**src/rtl/adder_32_mp_seq.sv**
```systemverilog
// Multi-precision add/subtract sequencer. Streams two WORDS x 32-bit operands
// through one shared external 32-bit adder, LSW first, chaining the carry
// through a register, and assembles the wide result.
module adder_32_mp_seq #(
    parameter int unsigned WORDS = 4,
    parameter int unsigned IDXW  = (WORDS > 1) ? $clog2(WORDS) : 1
) (
    input  logic                  clk,
    input  logic                  rst_n,
    input  logic                  start,
    input  logic                  sub,
    input  logic                  cin_in,
    input  logic [32*WORDS-1:0]   op_a,
    input  logic [32*WORDS-1:0]   op_b,
    output logic                  ready,
    output logic                  busy,
    output logic                  done,
    output logic [32*WORDS-1:0]   result,
    output logic                  cout_out,
    output logic [31:0]           add_in1,
    output logic [31:0]           add_in2,
    output logic                  add_cin,
    input  logic [31:0]           add_sum,
    input  logic                  add_cout
);

    localparam int unsigned W = 32 * WORDS;

    typedef enum logic [1:0] {StIdle, StRun, StDone} state_e;

    state_e          r_state;
    state_e          w_state_nxt;
    logic [IDXW-1:0] r_idx;
    logic            r_carry;
    logic [W-1:0]    r_result;
    logic            r_cout;
    logic [W-1:0]    r_a;
    logic [W-1:0]    r_b;
    logic            r_sub;

    int unsigned     w_base;
    logic            w_last;
    logic [31:0]     w_a_word;
    logic [31:0]     w_b_word;

    assign w_base   = 32 * 32'(r_idx);
    assign w_last   = (r_idx == IDXW'(WORDS - 1));
    assign w_a_word = r_a[w_base +: 32];
    // Subtraction is A + ~B + 1; the +1 comes from the forced initial carry.
    assign w_b_word = r_b[w_base +: 32] ^ {32{r_sub}};

    // State register.
    always_ff @(posedge clk or negedge rst_n) begin
        if (!rst_n) begin
            r_state <= StIdle;
        end else begin
            r_state <= w_state_nxt;
        end
    end

    // Next-state: IDLE -> RUN for WORDS cycles -> DONE for one cycle -> IDLE.
    always_comb begin
        w_state_nxt = r_state;
        unique case (r_state)
            StIdle:  if (start) w_state_nxt = StRun;
            StRun:   if (w_last) w_state_nxt = StDone;
            StDone:  w_state_nxt = StIdle;
            default: w_state_nxt = StIdle;
        endcase
    end

    // Datapath: latch operands on accept, then fold one adder word per RUN cycle.
    // add_sum/add_cout are only looked at in RUN so junk elsewhere cannot leak in.
    always_ff @(posedge clk or negedge rst_n) begin
        if (!rst_n) begin
            r_idx    <= '0;
            r_carry  <= 1'b0;
            r_result <= '0;
            r_cout   <= 1'b0;
            r_a      <= '0;
            r_b      <= '0;
            r_sub    <= 1'b0;
        end else begin
            unique case (r_state)
                StIdle: begin
                    if (start) begin
                        r_a      <= op_a;
                        r_b      <= op_b;
                        r_sub    <= sub;
                        r_carry  <= sub | cin_in;
                        r_idx    <= '0;
                        r_result <= '0;
                    end
                end
                StRun: begin
                    r_result[w_base +: 32] <= add_sum;
                    r_carry                <= add_cout;
                    if (w_last) begin
                        r_cout <= add_cout;
                        r_idx  <= '0;
                    end else begin
                        r_idx <= r_idx + IDXW'(1);
                    end
                end
                default: ;
            endcase
        end
    end

    // Status and shared-adder drive; adder inputs held at zero outside RUN.
    always_comb begin
        ready   = (r_state == StIdle);
        busy    = (r_state == StRun);
        done    = (r_state == StDone);
        add_in1 = '0;
        add_in2 = '0;
        add_cin = 1'b0;
        if (r_state == StRun) begin
            add_in1 = w_a_word;
            add_in2 = w_b_word;
            add_cin = r_carry;
        end
    end

    assign result   = r_result;
    assign cout_out = r_cout;

endmodule

```
**config.mk**
```make
export PLATFORM = sky130hd
export DESIGN_NAME = adder_32_mp_seq
export DESIGN_NICKNAME = d
export VERILOG_FILES = /design/src/rtl/adder_32_mp_seq.sv
export SDC_FILE = /design/constraint.sdc
export NUM_CORES = 1
export LEC_CHECK = 0
export BUFFER_PORTS_ARGS = -buffer_cell sky130_fd_sc_hd__buf_2
export CAP_MARGIN = 10
export CORE_AREA = 2 2 192 194
export CTS_BUF_LIST = sky130_fd_sc_hd__clkbuf_8
export DETAILED_ROUTE_END_ITERATION = 10
export DIE_AREA = 0 0 194 196
export PLACE_DENSITY = 0.73
export SETUP_SLACK_MARGIN = 0.1
export SLEW_MARGIN = 30
export SYNTH_ARGS = -nofsm -noshare
export SYNTH_HDL_FRONTEND = slang
export SYNTH_SLANG_ARGS = --single-unit
export TNS_END_PERCENT = 20
```
**constraint.sdc**
```tcl
create_clock -name clk -period 4.4 [get_ports clk]
set_clock_uncertainty 0.15 [all_clocks]
set_input_delay 0.88 -clock clk [delete_from_list [all_inputs] [get_ports clk]]
set_output_delay 0.88 -clock clk [all_outputs]
set_load 0.02 [all_outputs]
```
==> impl_results.md <==
* Outcome: finished clean
* Main synth FF type: dfrtp_1
* # setup viols final at 0
* FF+latch count, synth at 391
* CTS tree: done
* Max-capacitance violation count at 0
* H-tree levels at 3
* Layout area overhead at 24.6%
* Ys Warns at 0
* FMAX at between 0.2 and 0.3 GHz
* Reg clk slew, reported paths at approximately 0.060 ns
* Slew Limit Fails at 0
* Crit-path max cell delay at 0.92 ns
* Switching Power at ~6.6 mW
* First drt pass iteration count at 5
* GRT Overall Usage at ~26%
* Sequential power share at between 30% and 40%
* Crit Path Class: reg -> out
* Max Buffers Root-to-Sink at 3
* Synth area leaders: dfrtp_1 (58%), nand2_1 (17%), mux4_2 (8.6%)
* Comb power frac at between 40% and 50%
* Cell Rows at 70
* Final period util at between 80% and 90%
* CTS resizes at 0
* PnR worst setup slack at around 0.54 ns
* GR Overflow Total at 0
* WL per Instance at about 19 um
* Die area at ~0.038 sq mm
* Minimum clock period at 3.86 ns
* Yosys top cell by area: dfrtp_1
* Startpoint Class: flop
* Post CTS Setup Buffer Count at 0
* Largest net degree at the start of global routing at 138
* Mean Syn Cell Area at between 10 and 15 sq um
* Sequential fraction of the synthesis area at between 50% and 60%
* Critical path arrival at between 2 and 3 ns
* Post-synth cell types at 28
* Sw frac at between 40% and 50%
* Die X at 194 um
* Hold buffer count at cts at 0
* Ys async rst share at 100%
* Clock power share at 19.8%
* Maximum vdd ir drop at ~0.43 mV
* P_int at approximately 9.7 mW
* Syn Inst Count at 1,602
* Critical Path Slowest Stage Cell: dfrtp_4
* Number of global-route vias before repair at around 14,000
* Starting Density at a little under half
* Routability congestion estimate at about 0.9
* CP Max Fanout at 36
* Worst-path cell chain: buf_4, mux4_2, xnor2_1, nor2_1, buf_2
* Layout cells sized above 1 at 32.8%
* Worst-Margin Slew at ~0.75 ns
* PwrDens at 776 mW/mm^2
* Num ports at between 400 and 500
* Non-Filler Instances at 2,608
* DRT iter0 DRCs at 708
* Setup TNS at 0 ns
* Commonest cells in the netlist: nand2_1 (779), dfrtp_1 (391), a22o_1 (128)
* Initial antenna violation count at 16
* Leak pwr at 11.5 nW
* Num Clock Sinks at ~390
* Root buffer cell: clkbuf_8
* Count leader, synth: nand2_1
* RSZ-0062 raised after global routing: false
* Cells after DPL at 2,486
* Post-DR vias/cell at 5.25
* Data required, critical path at 3.37 ns
* Post-Syn Area at 0.0168 sq mm
* Relative slew margins at 50.3%
* Port buffer count at around 500
* DP Worst Slack at between 1 and 1.5 ns
* First-pass GRT wire length at between 70 and 80 mm
* Post-DP HPWL at ~33 mm
* Number of flops mapped to enable cells by yosys at 0
* Skew-Pair Late Insertion Delay at just under 0.6 ns
* Final nets at approximately 2,400
* Routed WL at a little under 50 mm
* Remaining DRCs at 0
* Final Hold Viols at 0
* Cts bufs inserted at 66
* Tot Pwr at 16.2 mW
* Core area at 0.0361 sq mm
* Routed vias at between 10,000 and 15,000
* Die Height at around 200 um
* Post-DRT Antenna Nets at 0
* Crit. End Element: primary output
* Hold Crit Class: in -> async
* Post-synth net total at ~1,900
* Yosys top cell area share at roughly three fifths
-- flip-flops by register name (all words and copies together), names as in the netlist --
name	cells
r_carry	1
r_a	128
result	128
r_sub	1
r_idx	2
cout_out	1
r_b	128
r_state	2
-- worst paths after layout --
check,start,slack (ns),end,cells after the start
max,r_idx[0]$_DFFE_PN0P_,0.54,add_in2[31],5
min,rst_n,0.1,r_b[10]$_DFFE_PN0P_,1
max reg2reg,r_idx[0]$_DFFE_PN0P_,1.64,result[108]$_DFFE_PN0P_,6
min reg2reg,r_a[120]$_DFFE_PN0P_,0.32,r_a[120]$_DFFE_PN0P_,2
max in group asynchronous,rst_n,2.72,result[115]$_DFFE_PN0P_,3
min in group clk,op_b[10],0.32,r_b[10]$_DFFE_PN0P_,3
-- critical path: cells and delay by family, from the launching register on --
family                 cells  cell delay, ns
XOR/XNOR                   1            0.14
flip-flops                 1            0.92
buffers and inverters      2            0.52
AND/OR/NAND/NOR            1            0.11
multiplexers               1            0.54
-- through the flow --
step                hold slack (ns)  area (sq um)  utilization, %
floorplan                     0.290         16800               -
global placement              0.302         19600            54.3
detailed placement            0.308         19600            54.3
CTS                          0.0938         20900            58.0
global route                  0.106         20900            58.0
finish                       0.0999         20900            58.0
-- layout by cell type (no fill, tap or decap), types with 2 or more instances in the layout --
master,instances
a22o_1,128
and2_1,34
nor2_1,33
dfrtp_1,388
nor4_4,3
ha_1,6
a21o_1,4
xnor2_1,32
mux4_2,64
inv_2,2
buf_2,489
clkbuf_8,85
o31ai_1,2
inv_1,20
clkinv_2,5
clkinvlp_4,4
o21ai_0,2
diode_2,7
nand3_1,3
nand2b_1,2
dfrtp_4,2
nand2_1,779
buf_4,30
buf_12,6
-- power groups by stage --
stage / sequential (mW) / combinational, mW / clock, mW
after floorplan: 6.00 / 4.85 / 0
after global placement: 6.08 / 6.79 / 0
after detailed placement: 6.15 / 6.93 / 0
after CTS: 6.10 / 6.96 / 3.30
after global routing: 6.27 / 7.55 / 3.47
final: 6.11 / 6.91 / 3.22
-- area by class of cell --
cell class,instances,area (sq um)
Sequential cell,391,9790
Fill cell,3086,15100
Tap cell,468,586
Multi-Input combinational cell,1098,6410
Timing Repair Buffer,526,2810
Antenna cell,7,17.5
Clock inverter,30,146
Inverter,3,11.3
Clock buffer,85,1170
-- cells by family after synthesis --
logic type	Yosys count	synth area share, %
flops	391	58.2
simple gates	859	20.2
fa+ha+maj	6	0.447
compound gates	136	7.00
mux	65	8.65
buf+inv	113	3.82
xor+xnor	32	1.67
-- layer usage --
metal | GRT usage, % | wire length, um
met3 | 7.94 | 4740
met1 | 32.6 | 18900
met5 | 0 | 113
met2 | 41.1 | 23300
met4 | 11.8 | 1820
Power figures use the tool's default switching activity.
